File: src/rtl/tx_symbol_scheduler.sv
// Transmit symbol scheduler: data/idle/SKP arbitration ahead of the
// 8b/10b encoder pair, plus running-disparity feedback chain.
module tx_symbol_scheduler #(
  parameter int unsigned SKP_INTERVAL = 1180,
  parameter int unsigned SKP_COUNT    = 3,
  parameter logic        RD_INIT      = 1'b1
) (
  input  logic       clk_i,
  input  logic       rst_i,
  input  logic       en_i,
  input  logic [7:0] s_data_i,
  input  logic       s_is_k_i,
  input  logic       s_valid_i,
  input  logic       s_lock_i,
  output logic       s_ready_o,
  output logic [7:0] enc_data_o,
  output logic       enc_is_k_o,
  output logic       enc_valid_o,
  output logic       enc_rd_n_o,
  input  logic       rd_fb_i,
  output logic       skp_pending_o,
  output logic       skp_active_o
);

  typedef enum logic [1:0] {
    ST_OFF,
    ST_DATA,
    ST_COM,
    ST_SKP
  } state_t;

  localparam logic [10:0] CNT_LAST = 11'(SKP_INTERVAL - 1);
  localparam logic [2:0]  SUB_LAST = 3'(SKP_COUNT - 1);
  localparam logic [7:0]  K28_5    = 8'hBC;
  localparam logic [7:0]  K28_0    = 8'h1C;
  localparam logic [7:0]  IDLE     = 8'h00;

  state_t      state_q;
  state_t      state_d;
  logic [10:0] cnt_q;
  logic [10:0] cnt_d;
  logic [10:0] cnt_inc;
  logic        pend_q;
  logic        pend_d;
  logic [2:0]  sub_q;
  logic [2:0]  sub_d;
  logic [7:0]  data_d;
  logic        is_k_d;
  logic        valid_d;
  logic        active_d;
  logic        skp_go;
  logic        rd_q;
  logic        prev_valid_q;

  assign cnt_inc = cnt_q + 11'd1;
  assign skp_go  = pend_q & ~s_lock_i;

  assign s_ready_o = en_i
                   & (state_q == ST_DATA)
                   & ~skp_go;

  assign skp_pending_o = pend_q;

  // Encoder RD is only trusted the cycle after it produced a symbol.
  assign enc_rd_n_o = prev_valid_q ? rd_fb_i : rd_q;

  always_comb begin
    state_d  = state_q;
    cnt_d    = cnt_q;
    pend_d   = pend_q;
    sub_d    = sub_q;
    data_d   = IDLE;
    is_k_d   = 1'b0;
    valid_d  = 1'b0;
    active_d = 1'b0;
    unique case (state_q)
      ST_OFF: begin
        if (en_i) state_d = ST_DATA;
      end
      ST_DATA: begin
        if (!en_i) begin
          state_d = ST_OFF;
        end else begin
          valid_d = 1'b1;
          if (s_valid_i && s_ready_o) begin
            data_d = s_data_i;
            is_k_d = s_is_k_i;
          end
          if (skp_go) begin
            state_d = ST_COM;
            pend_d  = 1'b0;
            cnt_d   = '0;
          end else if (!pend_q) begin
            cnt_d = cnt_inc;
            if (cnt_inc == CNT_LAST) pend_d = 1'b1;
          end
        end
      end
      ST_COM: begin
        valid_d  = 1'b1;
        data_d   = K28_5;
        is_k_d   = 1'b1;
        active_d = 1'b1;
        sub_d    = '0;
        state_d  = ST_SKP;
      end
      ST_SKP: begin
        valid_d  = 1'b1;
        data_d   = K28_0;
        is_k_d   = 1'b1;
        active_d = 1'b1;
        sub_d    = sub_q + 3'd1;
        // Ordered set always runs to completion, en_i only picks the exit.
        if (sub_q == SUB_LAST) begin
          sub_d   = '0;
          state_d = en_i ? ST_DATA : ST_OFF;
        end
      end
      default: state_d = ST_OFF;
    endcase
  end

  always_ff @(posedge clk_i) begin
    if (rst_i) begin
      state_q      <= ST_OFF;
      cnt_q        <= '0;
      pend_q       <= 1'b0;
      sub_q        <= '0;
      enc_data_o   <= IDLE;
      enc_is_k_o   <= 1'b0;
      enc_valid_o  <= 1'b0;
      skp_active_o <= 1'b0;
      prev_valid_q <= 1'b0;
      rd_q         <= RD_INIT;
    end else begin
      state_q      <= state_d;
      cnt_q        <= cnt_d;
      pend_q       <= pend_d;
      sub_q        <= sub_d;
      enc_data_o   <= data_d;
      enc_is_k_o   <= is_k_d;
      enc_valid_o  <= valid_d;
      skp_active_o <= active_d;
      prev_valid_q <= enc_valid_o;
      if (prev_valid_q) rd_q <= rd_fb_i;
    end
  end

endmodule

File: config.mk
export PLATFORM = sky130hd
export DESIGN_NAME = tx_symbol_scheduler
export DESIGN_NICKNAME = d
export VERILOG_FILES = /design/src/rtl/tx_symbol_scheduler.sv
export SDC_FILE = /design/constraint.sdc
export NUM_CORES = 1
export LEC_CHECK = 0
export ABC_CLOCK_PERIOD_IN_PS = 2750
export BUFFER_PORTS_ARGS = -buffer_cell sky130_fd_sc_hd__buf_2
export CAP_MARGIN = 10
export CORE_MARGIN = 4
export CORE_UTILIZATION = 57
export DETAILED_ROUTE_END_ITERATION = 12
export PLACE_DENSITY = 0.82
export SYNTH_ARGS = -nofsm -noshare
export SYNTH_HDL_FRONTEND = slang
export SYNTH_SLANG_ARGS = --single-unit
File: constraint.sdc
create_clock -name clk_i -period 2.75 [get_ports clk_i]
set_input_delay 0.1375 -clock clk_i [delete_from_list [all_inputs] [get_ports clk_i]]
set_output_delay 0.1375 -clock clk_i [all_outputs]
set_load 0.005 [all_outputs]
## Yosys cells after proc, flatten, opt, wreduce, memory -nomap -nowiden

Index checks and enable logic that the tools add are counted.

- Bits of input ports: 15
- Bits in registers: 30
- Bits in latches: 0
- Memories: 0
- Word-level logic and storage cells: 56
- Output and inout bits: 14
- Memory bits (read-only): 0
- Bits in writable memories: 0

- Multiplexer cells: 23
- Eq/ne operators: 9
- Add/sub/neg operators: 2
- Multiply operators: 0
- Reduce and logical (&&, ||, !) cells: 7
- Div/mod/pow operators: 0
- Shifts and indexed selects: 0
- Bitwise operators: 5
- $lt $le $gt $ge: 0

Operator list:

| kind | count |
|---|---|
| $pmux 8 s3 | 1 |
| $mux 11 | 2 |
| $mux 8 | 2 |
| $add 11x1->11 const B | 1 |
| $eq 11x11->1 const B | 1 |
| $mux 1 | 9 |
| $mux 2 | 4 |
| $pmux 2 s4 | 1 |
| $pmux 3 s2 | 1 |
| $reduce_and 3->1 | 2 |
| $eq 2x2->1 const B | 2 |
| $ne 2x2->1 const B | 2 |
| $pmux 1 s2 | 2 |
| $add 3x1->3 const B | 1 |
| $and 1x1->1 | 3 |
| $eq 3x2->1 const B | 1 |
| $mux 3 | 1 |
| $ne 3x3->1 const B | 1 |
| $eq 2x1->1 const B | 1 |
| $logic_not 2->1 | 1 |
| $ne 2x1->1 const B | 1 |
| $not 1->1 | 2 |
| $reduce_and 2->1 | 1 |
| $reduce_bool 2->1 | 1 |
| 2 further kinds | 2 |

## Longest topological paths before layout

Gate-level depths: netlist of run 1.

- Depth after elaboration: 8
- Depth in mapped cells: 6
- Depth with buffers taken out: 5

## Worst setup path after synthesis of run 1

OpenSTA, ideal clock, no wires.

- Path type: register to register
- From: register cnt_q[2]
- To: register pend_q, in the netlist skp_pending_o
- Required time: 2.654 ns
- Path slack: 1.328 ns
- Cell stages (with the launch flop): 7
- Arrival: 1.327 ns
- Clock period less this slack: 1.422 ns
- Library setup time: 0.096 ns
- Buffers on the path: 2
- Cell sequence: dfxtp_1 -> buf_2 -> and4_1 -> buf_2 -> nand4_1 -> mux2i_1 -> o41ai_2

- Cells in the longest elaborated chain, start to end: 5

RTL lines:

| element | RTL line | RTL |
|---|---|---|
| from (decl) | 40 | `logic [10:0] cnt_q;` |
| from (signal assigned) | 137 | `cnt_q <= cnt_d;` |
| $add 11x1->11 | 55 | `assign cnt_inc = cnt_q + 11'd1;` |
| $eq 11x11->1 | 95 | `if (cnt_inc == CNT_LAST) pend_d = 1'b1;` |
| $mux 1 | 95 |  |
| $mux 1 | 93 | `end else if (!pend_q) begin` |
| $mux 1 | 89 | `if (skp_go) begin` |
| to (signal assigned) | 138 | `pend_q <= pend_d;` |
| to (decl) | 43 | `logic pend_q;` |

No other way between the ends.
A chain may end at the register's enable or synchronous reset.

## Worst setup path in the final report of run 1

- From: register state_q[0]
- To: register cnt_q[5]

- Cells in the longest elaborated chain, start to end: 2

RTL lines:

| element | RTL line | RTL |
|---|---|---|
| from (decl) | 38 | `state_t state_q;` |
| from (signal assigned) | 136 | `state_q <= state_d;` |
| $eq 2x1->1 | 76 | `unique case (state_q)` |
| $reduce_and 3->1 (no line) | - |  |

No other way between the ends.

==> impl_metrics.ini, run 1 <==
[outcome]
status = finished, final reports clean

[timing]
setup_tns_ps = 0
setup_violations = 0
rsz0062_at_grt = false
worstMarginPinSlew_ps = 506
finalHoldViolCount = 0
slew_headroom_pct = 66.3
fin_crit_ps = 1870
fin_worst_skew_ps = 14.1
finalWorstSetupSlack_ps = 876
max_freq_mhz = 534
drv_slew = 0
period_share_pct = 68.1

[worst_setup_path]
startpoint = state_q[0]
crit_path_start_kind = register
cp_num_buf_inv = 0
critPathRequiredTime_ps = 3020
cp_data_arrival_time_ps = 2140
endpoint_kind = register
critPathKind = register to register
cp_slowest_cell = or4_1
path_max_fanout = 13
crit_family = simple AND/OR/NAND/NOR gates
cp_cell_sequence = nand4bb_1, or4_1, a21oi_1
r2r_start = state_q[0]
slowest_delay_ps = 610

[logic_synthesis]
synth.top_cell.area_share_pct = 41.5
avgSynthCellArea_um2 = 8.47
synth_area_leader_cell = dfxtp_1
synth.net_count = 188
synth.area.top_cells = dfxtp_1 41%, a21oi_1 6.9%, nor2_1 4.9%, nand2_1 3.6%, a31oi_1 3.5%
synth_cells = 171
yosysSeqAreaShare_pct = 41.5
synth_flop_cell = dfxtp_1
async_flop_share_pct = 0
yosysUniqueCellTypes = 43
yosys_register_bits = 30
synthesis.area_um2 = 1450
synth-edff-count = 0
yosysWarnings = 0
synth.most_common_cell = dfxtp_1
synth.top_cells.by_count = 30 x dfxtp_1, 20 x a21oi_1, 19 x nor2_1

[run]
cap_violations = 0

[final_layout]
synthToLayoutAreaGrowth_pct = 15.5
drive_gt1_share_pct = 22.1
register_area_um2 = 601
multiInputGateArea_um2 = 787
antennaDiodeCount = 0
fin_nets = 215
fill_cells = 199

[placed_design]
pre_cts_ws_ps = 946
portBuffers = 28
gp_congestion = 0.836
hpwl_um = 2120

[clock_tree]
cts.root.buffer_cell = clkbuf_4
cts_made_buffers = 5
clock_path_buffers = 2
htreeDepth = 2
cts_setup_buffers = 0
clock-sinks = 30
hold_buffers = 3
cts_resized = 0
cts.reportedPaths.clkPinSlew_ps = 100
cts_tree = done
worstSkewPairLatency_ps = 340

[min_path]
hold_class = input pin to register
hold_start = s_is_k_i

[detailed_routing]
wl_per_cell_um = 13.7
vias = 1346
avgViaCountPerCell = 5.88
drt-total-wl_um = 3130
ant_nets = 0
drt_pass1_iterations = 4
drc = 0
drt_iter0_markers = 58

[die]
die_height_um = 58.4
core-area_um2 = 2450
die-area_um2 = 3410
initial_utilization_pct = 59.0
num_rows = 18
dieWidth_um = 58.4
io_pins = 29

[global_routing]
grt_use_met2_pct = 31.4
grt_use_met3_pct = 3.95
gr-total-overflow = 0
antenna_found_initial = 0
grt_max_degree = 30
grt.busiest_layer = met2
grt_util_met1_pct = 26.1
grt_first_pass_wirelength_um = 5260
grt_pass1_vias = 1203
grt_usage_pct = 20.4

[pwr]
ir_drop_uv = 468
power_leakage_nw = 0.653
p_per_area_nw_per_um2 = 502
final timing paths:
path             endpoint  slack [ps]  cells after the start
max              cnt_q[5]         880                      3
min            enc_is_k_o          10                      3
max reg2reg      cnt_q[5]         880                      3
min reg2reg  prev_valid_q         470                      1
final cells by class:
class	count	share of cell area, %
Sequential cell	30	35.9
Inverter	2	0.448
Timing Repair Buffer	32	10.6
Multi-Input combinational cell	127	47.0
Tap cell	30	2.24
Clock inverter	2	0.747
Clock buffer	6	3.06
stage by stage:
step	cells	cell area [µm²]	hold WS [ps]	total power, mW	utilization [%]
3_5_place_dp	218	1580	346	0.567	64.4
4_1_cts	229	1670	5.37	0.852	68.2
3_3_place_gp	218	1580	339	0.563	64.4
6_report	229	1670	14.1	0.841	68.2
2_1_floorplan	171	1450	259	0.535	-
5_1_grt	229	1670	34.1	0.886	68.2
where the power goes:
part | internal (mW) | switching, mW | total (mW) | leakage (nW)
clock network | 0.123 | 0.156 | 0.279 | 0.0343
registers | 0.449 | 0.0175 | 0.466 | 0.243
logic | 0.0434 | 0.0530 | 0.0964 | 0.376
total | 0.615 | 0.227 | 0.841 | 0.653
routing by layer:
metal  routed length [µm]  share of wire, %
met5                    0                 0
met4                   80               2.6
met3                  179               5.7
met2                 1500                48
met1                 1370                44
sequential cells by signal (all words and copies together), names as in the netlist, named ones only:
signal	cells
enc_data_o	8
rd_q	1
cnt_q	11
prev_valid_q	1
enc_is_k_o	1
skp_pending_o	1
state_q	1
skp_active_o	1
sub_q	3
enc_valid_o	1
logic make-up (layout without fill, tap and decap cells):
logic type      count (synthesis)  after routing  share of synthesized area, %
compound gates                 50             50                          22.1
fa+ha+maj                       2              2                          1.73
simple gates                   72             72                          28.3
flops                          30             30                          41.5
buf+inv                        14             42                          4.23
mux                             3              3                          2.16
worst reg2reg max path, cell delays in order, from the launching register on:
cell	delay, ps
dfxtp_1	580
nand4bb_1	460
or4_1	620
a21oi_1	150
layout by cell type (no fill, tap or decap), types with 3 or more instances in the layout:
cell type      netlist  routed
dfxtp_1             30      30
buf_2                4      28
a21oi_1             20      20
nor2_1              19      19
nand2_1             14      14
a31oi_1              8       8
o21ai_0              7       7
and2_1               6       6
nor2b_1              5       5
clkbuf_4             0       5
nand3b_1             4       4
a311oi_1             4       4
nor3_1               3       3
and3_1               3       3
nand2b_1             3       3
dlygate4sd3_1        0       3
Power figures use the tool's default switching activity.
==> run 2, diff against run 1 <==
Settings changed: ABC_AREA set to 1, ABC_CLOCK_PERIOD_IN_PS 2750 to 1590, CORE_UTILIZATION 57 to 48, PLACE_DENSITY 0.82 to 0.74.
Clock period 2.75 ns to 1.59 ns, I/O delays scaled along.
==> impl_metrics.ini, run 2 <==
[detailed_routing]
avgViaCountPerCell = 4.95
drt_iter0_markers = 48
wl_met2_um = 1500
wl_met3_um = 159
wl_per_cell_um = 11.5
drc = 0
highest_layer = met4
ant_nets = 0
vias = 1370
drt-total-wl_um = 3180
drt_pass1_iterations = 4
drt-met1-wl_um = 1460

[clock_tree]
clock-sinks = 30
clock_path_buffers = 2
cts_setup_buffers = 0
htreeDepth = 2
cts.reportedPaths.clkPinSlew_ps = 110
cts.root.buffer_cell = clkbuf_4
worstSkewPairLatency_ps = 340
cts_tree = done
cts_made_buffers = 5

[placed_design]
hpwl_um = 2180
pre_cts_ws_ps = 47.4
gp_congestion = 0.828
placed_cell_area_um2 = 1580
placed_cells = 259
portBuffers = 28

[timing]
setup_tns_ps = 0
period_share_pct = 91.6
holdWs_ps = 8.91
max_freq_mhz = 686
setup_violations = 0
drv_slew = 0
finalHoldViolCount = 0
finalWorstSetupSlack_ps = 133
fin_worst_skew_ps = 15.6
slew_headroom_pct = 81.1
worstMarginPinSlew_ps = 284
fin_crit_ps = 1460

[final_layout]
reg.largest.list = cnt_q x11, enc_data_o x8, sub_q x3
utilization_pct = 65.5
register_area_um2 = 606
fill_cells = 251
design_area_um2 = 1810
largest_register = cnt_q
drive_gt1_share_pct = 22.4
final_cells = 277
mostFrequentLayoutCell = nand2_1
largest_reg_flops = 11
antennaDiodeCount = 0
synthToLayoutAreaGrowth_pct = 29.6
final_cell_mix = 61 x nand2_1, 28 x dfxtp_1, 28 x buf_2, 22 x a21oi_1, 19 x inv_1
multiInputGateArea_um2 = 689
fin_nets = 262

[worst_setup_path]
slowest_delay_ps = 380
endpoint_kind = register
critPathRequiredTime_ps = 1870
cp_data_arrival_time_ps = 1740
cp_slowest_cell = dfxtp_4
cp_cell_sequence = ha_2, nand2_1, inv_2, nor2_1, nor2_1, nand3_1, nor2_1, nand3_1, a21oi_2
path_max_fanout = 6
critPathKind = register to register
rrSetupSlack_ps = 130
cp_common_cell = nor2_1
crit_path_start_kind = register

[logic_synthesis]
async_flop_share_pct = 0
synthesis.area_um2 = 1390
synth-edff-count = 0
synth.net_count = 217
yosys_register_bits = 30
synth.top_cells.by_count = 61 x nand2_1, 30 x dfxtp_1, 23 x a21oi_1
yosysSeqAreaShare_pct = 43.1
yosysUniqueCellTypes = 23
synth_area_leader_cell = dfxtp_1
synth.top_cell.area_share_pct = 43.1
synth_cells = 200
synth.area.top_cells = dfxtp_1 43%, nand2_1 16%, a21oi_1 8.3%, nand3_1 6.1%, inv_1 5.4%
synth_flop_cell = dfxtp_1
synth.most_common_cell = nand2_1
yosysWarnings = 0
avgSynthCellArea_um2 = 6.96

[pwr]
p_per_area_nw_per_um2 = 978
ir_drop_uv = 829
power_leakage_nw = 0.781
finalPower_mw = 1.77

[die]
core-area_um2 = 2760
die_height_um = 61.9
initial_utilization_pct = 50.5
die-area_um2 = 3830
io_pins = 29
dieWidth_um = 61.9
num_rows = 19

[global_routing]
grt_pass1_vias = 1166
grt_usage_pct = 18.3
grt_max_degree = 15
antenna_found_initial = 0
grt_first_pass_wirelength_um = 5050
gr-total-overflow = 0

[run]
cap_violations = 0

[min_path]
hold_class = input pin to register

[outcome]
status = finished, final reports clean
[run 2: final timing paths]
path / start / end / cells after the start
worst max-delay path: cnt_q[0] / skp_pending_o / 9
worst min-delay path: en_i / state_q[0] / 3
worst max register to register: cnt_q[0] / skp_pending_o / 9
worst min register to register: enc_valid_o / prev_valid_q / 2
[run 2: logic make-up after synthesis]
logic type      share of synthesized area (%)
simple gates                             34.4
compound gates                           12.8
flops                                    43.1
buf+inv                                  7.82
fa+ha+maj                                1.80
[run 2: metal layers]
layer | vias to the layer above | global-route usage, %
met3 | 9 | 5.58
met5 | - | 0
met1 | 596 | 22.1
li1 | 738 | -
met2 | 27 | 29.7
met4 | 0 | 8.18
[run 2: final cells by class]
cell class,instances,share of cell area (%)
well taps,31,2.15
repair buffers,41,14.6
multi-input cells,141,38.2
inverters,26,5.41
clock buffers,6,2.84
clock inverters,2,3.33
flip-flops and latches,30,33.5
[run 2: report_power, final]
| group | internal [mW] | switching (mW) | total [mW] |
|---|---|---|---|
| clock | 0.533 | 0.282 | 0.814 |
| combinational | 0.0710 | 0.0898 | 0.161 |
| sequential | 0.776 | 0.0151 | 0.791 |
[run 2: critical path, delay by kind of cell (launching register included)]
kind,cells,cell delay (ps)
buffers and inverters,1,110
adders and majority gates,1,200
and+or+nand+nor,6,580
AOI/OAI and AO/OA,1,130
DFF,1,380
[run 2: what timing repair did]
| item | in CTS | in global routing |
|---|---|---|
| setup endpoints to repair | 0 | 1 |
| resized for setup | 0 | 6 |
| endpoints found under the hold margin | 10 | 0 |
| hold buffers | 10 | 0 |
